File: src/rtl/vespa_intc_pkg.sv
// Shared types and helpers for the VeSPA interrupt controller.
// Covers the handshake state enum and the lowest-set-bit search used by the priority encoder.
package vespa_intc_pkg;

    typedef enum logic {
        INTC_IDLE,
        INTC_REQ
    } intc_state_e;

    localparam int INTC_MAX_SRC  = 32;
    localparam int INTC_MAX_ID_W = 5;

    // Id reported when no bit is set; callers must qualify it with the found flag.
    localparam logic [INTC_MAX_ID_W-1:0] INTC_NONE = '0;

    typedef struct packed {
        logic                     found;
        logic [INTC_MAX_ID_W-1:0] id;
    } intc_lowest_t;

    function automatic intc_lowest_t lowest_set(input logic [INTC_MAX_SRC-1:0] vec);
        intc_lowest_t r;
        r.found = 1'b0;
        r.id    = INTC_NONE;
        for (int i = INTC_MAX_SRC - 1; i >= 0; i--) begin
            if (vec[i]) begin
                r.found = 1'b1;
                r.id    = i[INTC_MAX_ID_W-1:0];
            end
        end
        return r;
    endfunction

endpackage

File: src/rtl/vespa_intc_prio_enc.sv
// Fixed-priority encoder: reports the lowest set index of vec and whether any bit is set.
// Supports up to INTC_MAX_SRC inputs.
module vespa_intc_prio_enc
    import vespa_intc_pkg::*;
#(
    parameter int N    = 4,
    parameter int ID_W = 2
) (
    input  logic [N-1:0]    vec,
    output logic            valid,
    output logic [ID_W-1:0] id
);

    logic [INTC_MAX_SRC-1:0] vec_ext;
    intc_lowest_t            r;

    always_comb begin
        vec_ext          = '0;
        vec_ext[N-1:0]   = vec;
        r                = lowest_set(vec_ext);
        valid            = r.found;
        id               = ID_W'(r.id);
    end

endmodule

File: src/rtl/vespa_intc.sv
// VeSPA interrupt controller: synchronises, masks and latches sources, then offers one vector over req/ack.
// Build with VESPA_INTC_NESTING_EN to allow higher-priority sources to preempt those in service.
module vespa_intc
    import vespa_intc_pkg::*;
#(
    parameter int N_SRC       = 4,
    parameter int ID_W        = (N_SRC > 1) ? $clog2(N_SRC) : 1,
    parameter int SYNC_STAGES = 2
) (
    input  logic             clk,
    input  logic             rst,
    input  logic [N_SRC-1:0] int_sources,
    input  logic             ea,
    input  logic [N_SRC-1:0] en,
    input  logic [N_SRC-1:0] edge_mode,
    input  logic             int_ack_attended,
    input  logic             int_ack_complete,
    output logic             int_req,
    output logic [ID_W-1:0]  int_number,
    output logic             int_pending,
    output logic [N_SRC-1:0] in_service
);

    intc_state_e      state, state_next;
    logic [N_SRC-1:0] s, act, act_q, pending, in_service_q;
    logic [N_SRC-1:0] pending_d, in_service_d, num_oh, svc_oh, elig, cand;
    logic [ID_W-1:0]  int_number_q, win_id, svc_id;
    logic             int_pending_q, win_valid, svc_valid;
    logic             load_number, attend_fire, complete_fire;

    if (SYNC_STAGES == 0) begin : g_nosync
        assign s = int_sources;
    end else begin : g_sync
        logic [N_SRC-1:0] sync_q [SYNC_STAGES];
        always_ff @(posedge clk) begin
            if (rst) begin
                for (int k = 0; k < SYNC_STAGES; k++) sync_q[k] <= '0;
            end else begin
                sync_q[0] <= int_sources;
                for (int k = 1; k < SYNC_STAGES; k++) sync_q[k] <= sync_q[k-1];
            end
        end
        assign s = sync_q[SYNC_STAGES-1];
    end

    assign act = s & en & {N_SRC{ea}};

    vespa_intc_prio_enc #(.N(N_SRC), .ID_W(ID_W)) u_win_enc (
        .vec   (cand),
        .valid (win_valid),
        .id    (win_id)
    );

    vespa_intc_prio_enc #(.N(N_SRC), .ID_W(ID_W)) u_svc_enc (
        .vec   (in_service_q),
        .valid (svc_valid),
        .id    (svc_id)
    );

    always_comb begin
        elig = '0;
        for (int i = 0; i < N_SRC; i++) begin
`ifdef VESPA_INTC_NESTING_EN
            elig[i] = ~svc_valid | (ID_W'(i) < svc_id);
`else
            elig[i] = ~svc_valid;
`endif
        end
        cand = pending & ~in_service_q & elig;
    end

    always_ff @(posedge clk) begin
        if (rst) state <= INTC_IDLE;
        else     state <= state_next;
    end

    always_comb begin
        state_next = state;
        case (state)
            INTC_IDLE: if (win_valid)        state_next = INTC_REQ;
            INTC_REQ:  if (int_ack_attended) state_next = INTC_IDLE;
            default:                         state_next = INTC_IDLE;
        endcase
    end

    always_comb begin
        int_req       = (state == INTC_REQ);
        load_number   = (state == INTC_IDLE) && win_valid;
        attend_fire   = (state == INTC_REQ) && int_ack_attended;
        complete_fire = int_ack_complete && svc_valid;
    end

    // A new edge in the attend cycle must survive the attend clear, so set is OR-ed in last.
    always_comb begin
        num_oh       = '0;
        svc_oh       = '0;
        pending_d    = '0;
        for (int i = 0; i < N_SRC; i++) begin
            num_oh[i] = (int_number_q == ID_W'(i));
            svc_oh[i] = svc_valid && (svc_id == ID_W'(i));
            if (edge_mode[i])
                pending_d[i] = (pending[i] & ~(attend_fire & num_oh[i])) | (act[i] & ~act_q[i]);
            else
                pending_d[i] = act[i];
        end
        in_service_d = (in_service_q & ~(complete_fire ? svc_oh : '0))
                     | (attend_fire ? num_oh : '0);
    end

    always_ff @(posedge clk) begin
        if (rst) begin
            act_q         <= '0;
            pending       <= '0;
            in_service_q  <= '0;
            int_number_q  <= '0;
            int_pending_q <= 1'b0;
        end else begin
            act_q         <= act;
            pending       <= pending_d;
            in_service_q  <= in_service_d;
            if (load_number) int_number_q <= win_id;
            int_pending_q <= |(pending & ~in_service_q & ~(int_req ? num_oh : '0));
        end
    end

    assign int_number  = int_number_q;
    assign int_pending = int_pending_q;
    assign in_service  = in_service_q;

endmodule
File: config.mk
export PLATFORM = sky130hd
export DESIGN_NAME = vespa_intc
export DESIGN_NICKNAME = d
export VERILOG_FILES = /design/src/rtl/vespa_intc_pkg.sv /design/src/rtl/vespa_intc_prio_enc.sv /design/src/rtl/vespa_intc.sv
export SDC_FILE = /design/constraint.sdc
export NUM_CORES = 1
export LEC_CHECK = 0
export CORE_UTILIZATION = 58
export CTS_CLUSTER_DIAMETER = 200
export DETAILED_ROUTE_END_ITERATION = 10
export DONT_BUFFER_PORTS = 1
export PLACE_DENSITY = 0.83
export SKIP_LAST_GASP = 1
export SYNTH_ARGS = -nofsm -noshare
export SYNTH_HDL_FRONTEND = slang
export SYNTH_SLANG_ARGS = --single-unit
File: constraint.sdc
create_clock -name clk -period 1.6 [get_ports clk]
set_input_delay 0.32 -clock clk [delete_from_list [all_inputs] [get_ports clk]]
set_output_delay 0.32 -clock clk [all_outputs]
set_load 0.005 [all_outputs]
==> results.sh, run 1 <==
export IMPL_critPathKind="register to register"
export IMPL_fin_nets=115
export IMPL_powerDensity_nw_per_um2=953
export IMPL_yosys_warnings=0
export IMPL_first_pass_iters=4
export IMPL_insertion_delay_ns=0.31
export IMPL_htree_levels=1
export IMPL_ys_types=29
export IMPL_synth_top_area_cell="dfxtp_1"
export IMPL_p_leak_uw=0.000361
export IMPL_synthFlopType="dfxtp_1"
export IMPL_start_util_pct=65.9
export IMPL_reg2reg_from="in_service[3]"
export IMPL_drc=0
export IMPL_tightest_slew_ns=0.333
export IMPL_viasPerCell=6.45
export IMPL_syn2layout_area_growth_pct=5.36
export IMPL_status="finished clean"
export IMPL_fmax_mhz=658
export IMPL_ctsHoldBuffers=0
export IMPL_port_buffers=0
export IMPL_fp_dieH_microns=41.6
export IMPL_diodes=0
export IMPL_avgSynthCellArea_sq_um=9.90
export IMPL_clockBufferDepth=2
export IMPL_reg2reg_to="int_number[1]"
export IMPL_drive_gt1_share_pct=8.33
export IMPL_synth_area_leaders="dfxtp_1 (53%), nor2b_1 (8.9%), a32o_1 (4.4%)"
export IMPL_syn_area_sq_um=911
export IMPL_setup_tns_ns=0
export IMPL_setup_viol=0
export IMPL_syn_inst=92
export IMPL_hp_class="primary input to register"
export IMPL_slew_headroom_pct=77.7
export IMPL_routed_wl_mm=1.70
export IMPL_clock_sinks=24
export IMPL_cts_buffers=3
export IMPL_slew_viol_final=0
export IMPL_crit_path_cell_trace="or4_4 > or2_0 > o221a_1"
export IMPL_yosysSeqAreaShare_pct=52.7
export IMPL_setup_ws_ns=0.0809
export IMPL_crit_fanout=4
export IMPL_grtUsageTotal_pct=23.2
export IMPL_synth_common_cells="dfxtp_1 (24), nor2b_1 (13)"
export IMPL_multi_input_area_sq_um=397
export IMPL_grt_pass1_wl_mm=2.93
export IMPL_cts_setup_buffers=0
export IMPL_cp_required_ns=1.82
export IMPL_maxCapViolations=0
export IMPL_synth_edf_count=0
export IMPL_worst_path_stages=3
export IMPL_rsz0062_at_grt="false"
export IMPL_dp_slack_ns=0.100
export IMPL_ys_async_sr_fraction_pct=0
export IMPL_arrival_ns=1.73
export IMPL_antenna_found_initial=0
export IMPL_r2r_cells=3
export IMPL_dieArea_sq_um=1730
export IMPL_num_vias=716
export IMPL_cts_reportedPaths_clkPinSlew_ns=0.11
export IMPL_gr_total_overflow=0
export IMPL_synth_most_common_cell="dfxtp_1"
export IMPL_timing_final_crit_share_pct=94.9
export IMPL_grt_pass1_vias=706
export IMPL_gp_congestion=0.818
export IMPL_fin_crit_ns=1.52
export IMPL_critPathLaunch="in_service[3]"
export IMPL_cp_slowest_cell="or4_4"
export IMPL_worstPathBufferInverterCount=0
export IMPL_grt_max_degree=19
export IMPL_drtIter0Drc=6
export IMPL_r2r_slack_ns=0.08
export IMPL_cpLargestDelayFamily="simple AND/OR/NAND/NOR gates"
export IMPL_final_hold_viol_count=0
export IMPL_synth_seq_cells=24
export IMPL_layout_cells_non_filler=111
export IMPL_dp_hpwl_mm=1.26
export IMPL_end_kind="register"
export IMPL_synthesis_nets=109
export IMPL_die_w_microns=41.6
export IMPL_start_kind="register"
export IMPL_regArea_sq_um=480
export IMPL_num_fill_cells=122
export IMPL_postLayoutCellArea_sq_um=960
export IMPL_skew_ns=0.00322
export IMPL_endpoint="int_number[1]"
export IMPL_cts_root_buf="clkbuf_4"
export IMPL_num_rows=13
export IMPL_antenna_left=0
export IMPL_wire_per_inst_microns=15.3
export IMPL_synth_top_area_share_pct=52.7
export IMPL_cts_tree="done"
export IMPL_core_region_area_sq_um=1380
export IMPL_cpPeakStageDelay_ns=0.56
export IMPL_worst_ir_drop_vdd_v=0.000716
export IMPL_placed_area_sq_um=937
export IMPL_ioPinCount=25
export IMPL_dpl_cell_count=108
export IMPL_post_cts_resized=0
report_power, final:
| part | total, uW | internal (uW) | switching (uW) | leakage [uW] |
|---|---|---|---|---|
| registers | 624 | 613 | 10.5 | 0.000195 |
| logic | 40.5 | 22.1 | 18.4 | 0.000152 |
| clock network | 250 | 88.1 | 162 | 0.0000138 |
how the worst min path moves through the flow:
stage               from             endpoint  slack, ns  depth (start not counted)
global route         rst        in_service[1]       0.03                          1
finish               rst        in_service[3]       0.06                          1
detailed placement   rst        in_service[3]       0.40                          1
floorplan            rst  g_sync.sync_q[0][4]       0.39                          1
CTS                  rst        in_service[3]       0.05                          1
global placement     rst        in_service[2]       0.39                          1
worst reg2reg max path, cell delays in order, from the launching register on:
cell and delay (ns):
dfxtp_1 0.36, or4_4 0.56, or2_0 0.24, o221a_1 0.26
kinds of logic (layout without fill, tap and decap cells):
group                  Yosys count  after routing  share of synthesized area, %
DFF                             24             24                          52.7
and+or+nand+nor                 42             42                          27.2
buffers and inverters            7             11                          3.71
AOI/OAI and AO/OA               19             19                          16.3
registers in the layout (all words and copies together) (netlist names):
register / cells
act_q: 4
pending: 4
g_sync.sync_q: 8
int_number: 2
int_req: 1
in_service: 4
int_pending: 1
per-layer routing:
layer  vias to the layer above  wire length (microns)  global-route usage, %
met2                        30                    824                   34.7
met5                         -                      0                      0
met3                         7                    117                   7.83
met4                         0                     67                   20.0
li1                        339                      -                      -
met1                       340                    688                   26.1
layout make-up:
type                            instances  area share, %
Timing Repair Buffer                    3           2.35
Sequential cell                        24           50.1
Clock buffer                            3           2.35
Inverter                                5           1.96
Multi-Input combinational cell         61           41.3
Tap cell                               15           1.96
per-stage QoR:
stage                     hold slack [ns]  total power (uW)  utilization, %
after global placement              0.393               675            67.8
final                              0.0618               915            69.4
after CTS                          0.0471               929            69.4
after global routing               0.0301               962            69.4
after detailed placement            0.395               678            67.8
after floorplan                     0.392               672               -
cells in the final DEF, fill, tap and decap left out:
master / synthesis / routed
o2111ai_1: 1 / 1
a21oi_1: 4 / 4
nand2_1: 5 / 5
nand2b_1: 3 / 3
a31oi_1: 1 / 1
o221a_1: 2 / 2
or2_0: 1 / 1
o21ai_0: 2 / 2
nor4_1: 1 / 1
and3b_1: 1 / 1
or4_4: 1 / 1
and3_1: 5 / 5
nand3b_1: 1 / 1
o31ai_1: 1 / 1
inv_1: 5 / 5
o32a_2: 1 / 1
o2bb2ai_1: 1 / 1
dfxtp_1: 24 / 24
clkbuf_4: 0 / 3
nand3_1: 1 / 1
o22ai_1: 1 / 1
nor2_1: 5 / 5
nand4b_1: 2 / 2
nor2b_1: 13 / 13
nand4_1: 1 / 1
buf_4: 0 / 3
a32o_1: 4 / 4
nor3_1: 2 / 2
o21a_1: 1 / 1
Power figures use the tool's default switching activity.
==> run 2: changes to the inputs <==
--- a/config.mk
+++ b/config.mk
@@ -5,6 +5,7 @@
 export SDC_FILE = /design/constraint.sdc
 export NUM_CORES = 1
 export LEC_CHECK = 0
+export CORE_MARGIN = 5
 export CORE_UTILIZATION = 58
 export CTS_CLUSTER_DIAMETER = 200
 export DETAILED_ROUTE_END_ITERATION = 10
==> run 2 against run 1 <==
- via count down 0.84%
- core utilization fell by 4.2 points
- flip-flop and latch count unchanged
- clock-buffer cell count grew 1
- total power is 6.8% higher
- setup slack better by 0.035 ns
- final cell count rose by 2.7%
- sequential share of layout area is 1.1 points lower
- combinational power about the same
- critical path type unchanged
==> results.sh, run 2 (same netlist as run 1, synthesis figures left out) <==
export IMPL_tightest_slew_ns=0.328
export IMPL_arrival_ns=1.70
export IMPL_top_register="g_sync.sync_q"
export IMPL_r2r_cells=3
export IMPL_cts_buffers=3
export IMPL_post_cts_resized=0
export IMPL_worstPathBufferInverterCount=0
export IMPL_crit_path_cell_trace="or4_4 > or2_0 > o221a_1"
export IMPL_final_common_cell="dfxtp_1"
export IMPL_dp_hpwl_mm=1.30
export IMPL_cp_required_ns=1.82
export IMPL_clockBufferDepth=2
export IMPL_slew_headroom_pct=78.1
export IMPL_timing_final_crit_share_pct=92.8
export IMPL_maxCapViolations=0
export IMPL_fin_crit_ns=1.48
export IMPL_insertion_delay_ns=0.31
export IMPL_pwr_share_comb_pct=4.2
export IMPL_first_pass_iters=4
export IMPL_cp_slowest_cell="or4_4"
export IMPL_grtUsageTotal_pct=15.0
export IMPL_setup_tns_ns=0
export IMPL_end_kind="register"
export IMPL_gp_congestion=0.853
export IMPL_cpLargestDelayFamily="simple AND/OR/NAND/NOR gates"
export IMPL_antenna_found_initial=0
export IMPL_grt_max_degree=19
export IMPL_ctsHoldBuffers=0
export IMPL_sequentialPowerShare_pct=63.8
export IMPL_whs_ns=0.0583
export IMPL_worst_ir_drop_vdd_v=0.000745
export IMPL_viasPerCell=6.23
export IMPL_worst_path_stages=3
export IMPL_syn2layout_area_growth_pct=7.83
export IMPL_routed_wl_mm=1.79
export IMPL_diodes=0
export IMPL_critPathLaunch="in_service[3]"
export IMPL_dieArea_sq_um=2460
export IMPL_min_path_cells=1
export IMPL_fin_nets=116
export IMPL_internal_power_uw=774
export IMPL_switching_share_pct=20.7
export IMPL_num_rows=14
export IMPL_gr_total_overflow=0
export IMPL_die_w_microns=49.6
export IMPL_cts_setup_buffers=0
export IMPL_powerDensity_nw_per_um2=995
export IMPL_hold_start="rst"
export IMPL_p_leak_uw=0.000374
export IMPL_reg2reg_from="in_service[3]"
export IMPL_final_hold_viol_count=0
export IMPL_clock_power_share_pct=32.0
export IMPL_core_region_area_sq_um=1510
export IMPL_start_util_pct=60.5
export IMPL_port_buffers=0
export IMPL_num_vias=710
export IMPL_status="finished clean"
export IMPL_fp_dieH_microns=49.6
export IMPL_critPathKind="register to register"
export IMPL_switchingPower_uw=203
export IMPL_cpPeakStageDelay_ns=0.55
export IMPL_ioPinCount=25
export IMPL_rsz0062_at_grt="false"
export IMPL_num_fill_cells=132
export IMPL_fmax_mhz=674
export IMPL_drc=0
export IMPL_htree_levels=1
export IMPL_drtIter0Drc=13
export IMPL_clock_sinks=24
export IMPL_grt_pass1_wl_mm=2.90
export IMPL_setup_viol=0
export IMPL_largest_reg_flops=8
export IMPL_crit_fanout=4
export IMPL_cts_root_buf="clkbuf_4"
export IMPL_slew_viol_final=0
export IMPL_layout_common_cells="dfxtp_1 (24), nor2b_1 (13)"
export IMPL_cts_reportedPaths_clkPinSlew_ns=0.12
export IMPL_dp_slack_ns=0.133
export IMPL_setup_ws_ns=0.115
export IMPL_drive_gt1_share_pct=10.2
export IMPL_antenna_left=0
export IMPL_grt_pass1_vias=686
export IMPL_start_kind="register"
export IMPL_skew_ns=0.000582
export IMPL_cts_tree="done"
export IMPL_wire_per_inst_microns=15.7
export IMPL_hp_class="primary input to register"
run 2: cell type report:
class                           count  area, sq um  area share, %
Sequential cell                    24          480           48.9
Multi-Input combinational cell     61          397           40.4
Clock buffer                        4         36.3           3.69
Timing Repair Buffer                4         30.0           3.06
Tap cell                           16         20.0           2.04
Inverter                            5         18.8           1.91
run 2: path summary, 6_finish.rpt:
kind	slack (ns)	to
setup / recovery	0.12	int_number[0]
hold / removal	0.06	g_sync.sync_q[0][0]
setup reg to reg	0.12	int_number[0]
hold reg to reg	0.45	g_sync.sync_q[0][7]
run 2: stage by stage:
stage | power, uW | cells | instance area (sq um) | util, %
final | 977 | 114 | 982 | 65.2
after global routing | 1030 | 114 | 982 | 65.2
after CTS | 991 | 114 | 982 | 65.2
after detailed placement | 678 | 110 | 946 | 62.8
after global placement | 676 | 110 | 946 | 62.8
after floorplan | 672 | 92 | 911 | -
run 2: power groups by stage:
| stage | combinational [uW] | sequential [uW] | clock [uW] |
|---|---|---|---|
| after floorplan | 37.9 | 634 | 0 |
| after global placement | 39.5 | 636 | 0 |
| after detailed placement | 40.7 | 637 | 0 |
| after global routing | 45.8 | 626 | 356 |
| after CTS | 41.0 | 624 | 326 |
| final | 40.7 | 624 | 313 |
run 2: routing by layer:
metal	global-route usage, %	wire (microns)
met5	0	0
met2	24.8	849
met3	6.93	153
met4	6.99	18
met1	16.0	764
